==> src/rtl/uart_pkg.sv <==
// Shared constants for the UART transmit arbiter: state encoding, parameter
// defaults and a one-hot to index helper.
package uart_pkg;

   localparam int N_REQ_DEF   = 4;
   localparam int TIMEOUT_DEF = 15;

   localparam int ST_W = 3;
   localparam logic [ST_W-1:0] ST_IDLE      = 3'd0;
   localparam logic [ST_W-1:0] ST_LAUNCH    = 3'd1;
   localparam logic [ST_W-1:0] ST_WAIT_BUSY = 3'd2;
   localparam logic [ST_W-1:0] ST_WAIT_DONE = 3'd3;
   localparam logic [ST_W-1:0] ST_FLUSH     = 3'd4;

   function automatic logic [2:0] onehot_idx(input logic [7:0] oh);
      logic [2:0] idx;
      idx = 3'd0;
      for (int i = 0; i < 8; i++) begin
         if (oh[i]) idx = 3'(i);
      end
      return idx;
   endfunction

endpackage

==> src/rtl/rr_select.sv <==
// Rotating-priority picker: first set request bit at or after (last+1) mod
// N_REQ, wrapping, returned one-hot with a valid flag.
module rr_select
   import uart_pkg::*;
#(
   parameter int N_REQ = N_REQ_DEF
) (
   input  logic [N_REQ-1:0] req,
   input  logic [2:0]       last,
   output logic [N_REQ-1:0] pick,
   output logic             vld
);

   logic [2:0]         shamt;
   logic [2*N_REQ-1:0] req_dbl;
   logic [N_REQ-1:0]   rot;
   logic [N_REQ-1:0]   rot_pick;
   logic [2*N_REQ-1:0] pick_dbl;

   // Rotate so the highest-priority requester lands on bit 0, take the lowest
   // set bit, then rotate the one-hot result back into place.
   always_comb begin
      if (last >= 3'(N_REQ-1)) shamt = 3'd0;
      else                     shamt = last + 3'd1;
   end

   assign req_dbl = {req, req} >> shamt;
   assign rot     = req_dbl[N_REQ-1:0];

   always_comb begin
      rot_pick = '0;
      for (int i = N_REQ-1; i >= 0; i--) begin
         if (rot[i]) rot_pick = '0;
         if (rot[i]) rot_pick[i] = 1'b1;
      end
   end

   assign pick_dbl = {rot_pick, rot_pick} << shamt;
   assign pick     = pick_dbl[2*N_REQ-1:N_REQ];
   assign vld      = |req;

endmodule

==> src/rtl/uart_tx_arbiter.sv <==
// Round-robin arbiter feeding N_REQ byte sources into one UART transmitter,
// with a launch timeout on the transmitter's BUSY response.
//
//   state      | meaning
//   -----------+---------------------------------------------------------
//   IDLE       | no transfer; grant the next requester on any REQ bit
//   LAUNCH     | START strobe to transmitter, byte held on TX_IN
//   WAIT_BUSY  | waiting for BUSY, down-counter aborts after TIMEOUT
//   WAIT_DONE  | frame in flight, waiting for DONE
//   FLUSH      | one cycle gap so DONE has cleared before next launch
module uart_tx_arbiter
   import uart_pkg::*;
#(
   parameter int N_REQ   = N_REQ_DEF,
   parameter int TIMEOUT = TIMEOUT_DEF
) (
   input  logic               CLK,
   input  logic               RST_N,
   input  logic [N_REQ-1:0]   REQ,
   input  logic [N_REQ*8-1:0] REQ_DATA,
   output logic [N_REQ-1:0]   GNT,
   output logic [N_REQ-1:0]   SENT,
   output logic               ERR,
   output logic               START,
   output logic               TX_EN,
   output logic [7:0]         TX_IN,
   input  logic               BUSY,
   input  logic               DONE,
   output logic [2:0]         CUR_ID
);

   logic [ST_W-1:0]  state;
   logic [2:0]       last;
   logic [7:0]       launch_cnt;
   logic [N_REQ-1:0] pick;
   logic             pick_vld;
   logic [7:0]       pick_wide;
   logic [2:0]       pick_id;
   logic [7:0]       pick_byte;
   logic [N_REQ-1:0] sent_mask;

   rr_select #(.N_REQ(N_REQ)) u_rr_select (
      .req  (REQ),
      .last (last),
      .pick (pick),
      .vld  (pick_vld)
   );

   always_comb begin
      pick_wide = '0;
      pick_wide[N_REQ-1:0] = pick;
   end

   assign pick_id = onehot_idx(pick_wide);

   always_comb begin
      pick_byte = '0;
      for (int i = 0; i < N_REQ; i++) begin
         if (pick[i]) pick_byte = REQ_DATA[8*i +: 8];
      end
   end

   always_comb begin
      sent_mask = '0;
      for (int i = 0; i < N_REQ; i++) begin
         if (CUR_ID == 3'(i)) sent_mask[i] = 1'b1;
      end
   end

   assign START = (state == ST_LAUNCH);
   assign TX_EN = (state != ST_IDLE);

   always_ff @(posedge CLK or negedge RST_N) begin
      if (!RST_N) begin
         state      <= ST_IDLE;
         GNT        <= '0;
         SENT       <= '0;
         TX_IN      <= 8'd0;
         CUR_ID     <= 3'd0;
         ERR        <= 1'b0;
         launch_cnt <= 8'd0;
         last       <= 3'(N_REQ-1);
      end else begin
         GNT  <= '0;
         SENT <= '0;
         case (state)
            ST_IDLE: begin
               if (pick_vld) begin
                  TX_IN  <= pick_byte;
                  CUR_ID <= pick_id;
                  last   <= pick_id;
                  GNT    <= pick;
                  state  <= ST_LAUNCH;
               end
            end
            ST_LAUNCH: begin
               launch_cnt <= 8'(TIMEOUT);
               state      <= ST_WAIT_BUSY;
            end
            ST_WAIT_BUSY: begin
               if (BUSY) begin
                  launch_cnt <= 8'd0;
                  state      <= ST_WAIT_DONE;
               end else if (launch_cnt <= 8'd1) begin
                  // Transmitter never answered: drop the byte, no SENT.
                  launch_cnt <= 8'd0;
                  ERR        <= 1'b1;
                  state      <= ST_IDLE;
               end else begin
                  launch_cnt <= launch_cnt - 8'd1;
               end
            end
            ST_WAIT_DONE: begin
               if (DONE) begin
                  SENT  <= sent_mask;
                  state <= ST_FLUSH;
               end
            end
            ST_FLUSH: begin
               state <= ST_IDLE;
            end
            default: begin
               state <= ST_IDLE;
            end
         endcase
      end
   end

endmodule

==> config.mk <==
export PLATFORM = sky130hd
export DESIGN_NAME = uart_tx_arbiter
export DESIGN_NICKNAME = d
export VERILOG_FILES = /design/src/rtl/uart_pkg.sv /design/src/rtl/rr_select.sv /design/src/rtl/uart_tx_arbiter.sv
export SDC_FILE = /design/constraint.sdc
export NUM_CORES = 1
export LEC_CHECK = 0
export CORE_UTILIZATION = 43
export DETAILED_ROUTE_END_ITERATION = 8
export PLACE_DENSITY = 0.77
export SYNTH_ARGS = -nofsm -noshare
export SYNTH_HDL_FRONTEND = slang
export SYNTH_SLANG_ARGS = --single-unit
==> constraint.sdc <==
create_clock -name CLK -period 2.39 [get_ports CLK]
set_input_delay 0.239 -clock CLK [delete_from_list [all_inputs] [get_ports CLK]]
set_output_delay 0.239 -clock CLK [all_outputs]
set_load 0.02 [all_outputs]
# After elaboration in Yosys (flattened, before gate mapping)
# Index checks and enable logic that the tools add are counted.
# totals
wordCells	63
reg_bits	34
ram_bits	0
inputBits	40
rom_bits	0
memories	0
latchBits	0
# op_classes
mux	31
eq_ne	9
n_bitwise	1
add_sub_neg	2
reduce_logical	8
n_lt_le_gt_ge	2
div_mod_pow	0
shifts	2
multipliers	0
# ops
cell	count
two-way mux 8 bit	6
two-way mux 4 bit	7
two-way mux 3 bit	7
one-hot mux 8 bit (2 select lines)	1
equality test 3 x 2 -> 1 bit, second input constant	4
one-hot mux 3 bit (4 select lines)	1
two-way mux 1 bit	9
<= comparator 8 x 1 -> 1 bit, second input constant	1
left shift 8 x 3 -> 8 bit	1
>> shifter 8 x 3 -> 4 bit	1
subtractor 8 x 1 -> 8 bit, second input constant	1
equality test 3 x 1 -> 1 bit, second input constant	2
zero test 3 bit	2
AND reduction 3 bit	2
!= test 2 bit, second input constant	2
OR reduction 4 bit	1
adder 3 x 1 -> 3 bit, second input constant	1
>= comparator 3 x 2 -> 1 bit, second input constant	1
!= test 3 bit, second input constant	1
nonzero test 3 bit	1
AND reduction 2 bit	1
nonzero test 2 bit	1
NOT 1 bit	1

# Longest topological paths before layout
# depth
depth_word	15
depth_mapped	9
mapped_depth_nobuf	8

# Modules after synthesis
# From an unflattened synthesis, not the netlist that was laid out.
# unflattened
cells_unflattened	208
area_unflattened_um2	1896.8
# modules_own_cells
mod	cells_each	area_per_inst_um2	n_inst
uart_tx_arbiter	173	1655.3	1
rr_select	35	241.5	1

# Least setup slack after synthesis
# Ideal clock, no wire load.
# synth_timing
path_kind	flip-flop to flip-flop
from	reg last[0]
to	reg TX_IN[0]
setup_time_ns	0.144
t_required_ns	2.246
path_stages_with_launch	9
arrival_time_ns	2.154
synth_period_minus_slack_ns	2.298
slack_ns	0.092
cell_sequence	dfstp_2 -> ha_1 -> buf_4 -> and3b_1 -> o21ai_1 -> a32oi_2 -> mux2_4 -> a221oi_1 -> a311oi_2
# synth_via
elab_chain_cells	12
elab_cells_between_ends	16
classes_between	1 x add/sub; 1 x order compare; 2 x shift; 12 x mux
# synth_rtl
item	line_no	text
start: declaration	uart_tx_arbiter.sv:33	logic [2:0] last;
start signal: assignment	uart_tx_arbiter.sv:82	last <= 3'(N_REQ-1);
start signal: assignment	uart_tx_arbiter.sv:91	last <= pick_id;
adder 3 x 1 -> 3 bit or >= comparator 3 x 2 -> 1 bit (tied branches)	rr_select.sv:24, rr_select.sv:23	
two-way mux 3 bit *	rr_select.sv:23	if (last >= 3'(N_REQ-1)) shamt = 3'd0;
>> shifter 8 x 3 -> 4 bit	rr_select.sv:27	assign req_dbl = {req, req} >> shamt;
two-way mux 1 bit	rr_select.sv:34	if (rot[i]) rot_pick[i] = 1'b1;
two-way mux 4 bit (3 in series)	rr_select.sv:33	if (rot[i]) rot_pick = '0;
left shift 8 x 3 -> 8 bit *	rr_select.sv:38	assign pick_dbl = {rot_pick, rot_pick} << shamt;
two-way mux 8 bit (3 in series)	uart_tx_arbiter.sv:59	if (pick[i]) pick_byte = REQ_DATA[8*i +: 8];
two-way mux 8 bit *	uart_tx_arbiter.sv:59	
end signal: assignment	uart_tx_arbiter.sv:89	TX_IN <= pick_byte;
end: declaration	uart_tx_arbiter.sv:26	output logic [7:0] TX_IN,
# Mark *: on every way between the ends. The rest lies on a longest branch, timed or not.
# A chain may end at the register's enable or synchronous reset.

# Worst setup path after layout
# layout_timing
from	reg last[0]
to	reg TX_IN[5]
# The elaborated chain is that of the path after synthesis.

==> flow_metrics.tcl <==
set metrics [dict create \
    status "completed" \
    die_w_um 72.4 \
    htree_levels 2 \
    yosysWarnings 0 \
    p_per_area_nw_per_um2 1470 \
    dieArea_um2 5250 \
    fillers 387 \
    cts_tree "done" \
    worst_slew_pin_slew_ns 0.628 \
    hold_violations 0 \
    clock-root-buffer "clkbuf_8" \
    hold_buffers 0 \
    ys_seq_elements 32 \
    antenna_found_initial 0 \
    multi_input_area_um2 1430 \
    ys_types 68 \
    yosysTopAreaCell "dfrtp_1" \
    ioPinCount 62 \
    numCtsBuffers 5 \
    p_seq_share_pct 19.4 \
    async_reset_ff_share_pct 100 \
    vias_per_cell 5.65 \
    ir_worst_vdd_uv 921 \
    insertion_delay_ns 0.29 \
    cts_buffer_depth 2 \
    clk_pin_slew_ns 0.08 \
    start_util_pct 44.9 \
    drt-wirelength-per-cell_um 16.6 \
    cp-end-kind "flip-flop" \
    core_um2 4750 \
    synth_common_cells "30 x dfrtp_1, 24 x nand2_1, 19 x nor2_1" \
    yosysSeqAreaShare_pct 37.7 \
    period_needed_ns 2.34 \
    synthFlopType "dfrtp_1" \
    grt_max_degree 33 \
    hpwl_mm 4.38 \
    rsz0062_at_grt "true" \
    post-route-util_pct 69.3 \
    syn_avg_cell_area_um2 8.96 \
    fin_nets 363 \
    synthesis.area_um2 2130 \
    grt_pass1_wl_mm 9.83 \
    final_cells 388 \
    die_y_um 72.4 \
    drt_pass1_iterations 4 \
    dp_cells 377 \
    p_comb_share_pct 69.8 \
    area_growth_pct 54.4 \
    worstHoldPathType "primary input to asynchronous set/reset pin" \
    relSlewSlack_pct 57.8 \
    p_clk_share_pct 10.8 \
    drt-initial-drc-count 166 \
    synth_edf_count 0 \
    wirelength_mm 6.44 \
    drtAntennaViolNets 0 \
    grt_pass1_vias 2145 \
    drc 0 \
    crit_path_max_fanout 9 \
    synth_nets 281 \
    cts.sinks 32 \
    maxSlewViolCount 0 \
    setup.worst_path.start_class "flip-flop" \
    power.total_uw 4850 \
    switching_share_pct 45.6 \
    crit_required_ns 2.55 \
    fmax_mhz 428 \
    yosys.cell_count.top_type "dfrtp_1" \
    finalClockSkew_ns 0.00747 \
    holdWs_ns 0.350 \
    post-route-period-util_pct 97.8 \
    antenna_cells 0 \
    gp_congestion 0.899 \
    rows 25 \
    grt_remaining_overflow 0 \
    ys_top_cells_by_area "dfrtp_1 35%, nand2_1 4.2%, nor2_1 3.3%" \
    vias 2194 \
    netlist_instances 238 \
    grt_usage_pct 23.9 \
    intPower_uw 2640 \
    regArea_um2 803 \
    io_buffers 60 \
    synth_top_area_share_pct 35.2 \
    p_leak_uw 0.00133 \
    drv_cap 0 \
    critical_path_class "flip-flop to flip-flop" \
    drive_gt1_share_pct 25.2 \
    cp.arrival_ns 2.50 \
    setup_viol 0 \
    switchingPower_uw 2210 \
]
==> worst paths after layout <==
check	startpoint	to	slack, ns	cells after the start
max in group asynchronous	RST_N	last[0]$_DFFE_PN1P_	1.72	2
hold / removal	RST_N	TX_IN[6]$_DFFE_PN0P_	0.35	2
min in group CLK	ERR$_DFFE_PN0P_	ERR$_DFFE_PN0P_	0.47	2
hold reg to reg	ERR$_DFFE_PN0P_	ERR$_DFFE_PN0P_	0.47	2
setup / recovery	last[0]$_DFFE_PN1P_	TX_IN[5]$_DFFE_PN0P_	0.05	8
setup reg to reg	last[0]$_DFFE_PN1P_	TX_IN[5]$_DFFE_PN0P_	0.05	8
==> power groups by stage <==
stage / clock, uW / sequential (uW) / combinational, uW
global route: 559 / 971 / 3630
CTS: 531 / 924 / 2810
global placement: 0 / 927 / 2610
finish: 525 / 939 / 3380
floorplan: 0 / 1000 / 1680
detailed placement: 0 / 931 / 2680
==> through the flow <==
stage | setup TNS [ns] | setup WS (ns) | instance area [um2]
floorplan | 0 | 0.0924 | 2130
global placement | -0.415 | -0.0683 | 2920
detailed placement | -0.973 | -0.154 | 2920
CTS | -0.00479 | -0.00479 | 3100
global route | -0.105 | -0.0442 | 3290
finish | 0 | 0.0526 | 3290
==> cell type report <==
type / count / area share [%]
Clock inverter: 3 / 1.29
Inverter: 9 / 1.03
Tap cell: 67 / 2.55
Timing Repair Buffer: 88 / 25.2
Clock buffer: 5 / 2.09
Multi-Input combinational cell: 184 / 43.4
Sequential cell: 32 / 24.4
==> critical path, stage by stage (launching register included) <==
cell      delay, ns
dfstp_2        0.56
ha_4           0.24
and3b_1        0.21
o21a_1         0.24
o311ai_2       0.43
a22oi_4        0.10
buf_12         0.17
a22oi_2        0.16
o221ai_2       0.11
==> cell usage in the layout (no fill, tap or decap), types with 4 or more instances in the layout <==
cell type | Yosys | routed
a21oi_1 | 12 | 12
a22oi_2 | 0 | 6
and2_1 | 5 | 5
buf_4 | 6 | 26
clkbuf_8 | 0 | 5
clkdlybuf4s50_1 | 0 | 60
dfrtp_1 | 30 | 30
inv_1 | 9 | 9
nand2_1 | 24 | 23
nand2b_1 | 7 | 6
nor2_1 | 19 | 18
nor2b_1 | 4 | 4
o21ai_0 | 13 | 13
o221ai_1 | 7 | 6
o22ai_1 | 7 | 6
==> cell families (layout without fill, tap and decap cells) <==
| kind of cell | after synthesis | count (layout) | share of synthesized area (%) |
|---|---|---|---|
| fa+ha+maj | 3 | 3 | 1.76 |
| simple gates | 96 | 96 | 24.5 |
| buf+inv | 23 | 105 | 5.86 |
| flops | 32 | 32 | 37.7 |
| other cells | 1 | 1 | 0.176 |
| compound gates | 81 | 81 | 28.9 |
| mux | 2 | 3 | 1.17 |
==> registers in the layout, summed over array words and instances, names as in the netlist <==
signal      flops
TX_IN           8
launch_cnt      8
GNT             4
SENT            4
state           3
CUR_ID          2
last            2
ERR             1
==> metal layers <==
metal  global-route usage, %  up-vias  part of all wire, %
li1                        -     1061                    -
met3                    3.89       11                  4.0
met1                    31.5     1060                   43
met5                       0        -                    0
met4                    8.71        0                  1.5
met2                    39.7       62                   51
==> what timing repair did <==
| item | CTS | global route |
|---|---|---|
| setup buffers | 1 | 1 |
| cloned | 0 | 1 |
| resized for setup | 12 | 27 |
| pin swaps | 3 | 5 |
| setup endpoints to repair | 9 | 11 |
No activity file was read; power rests on OpenSTA's default activity.
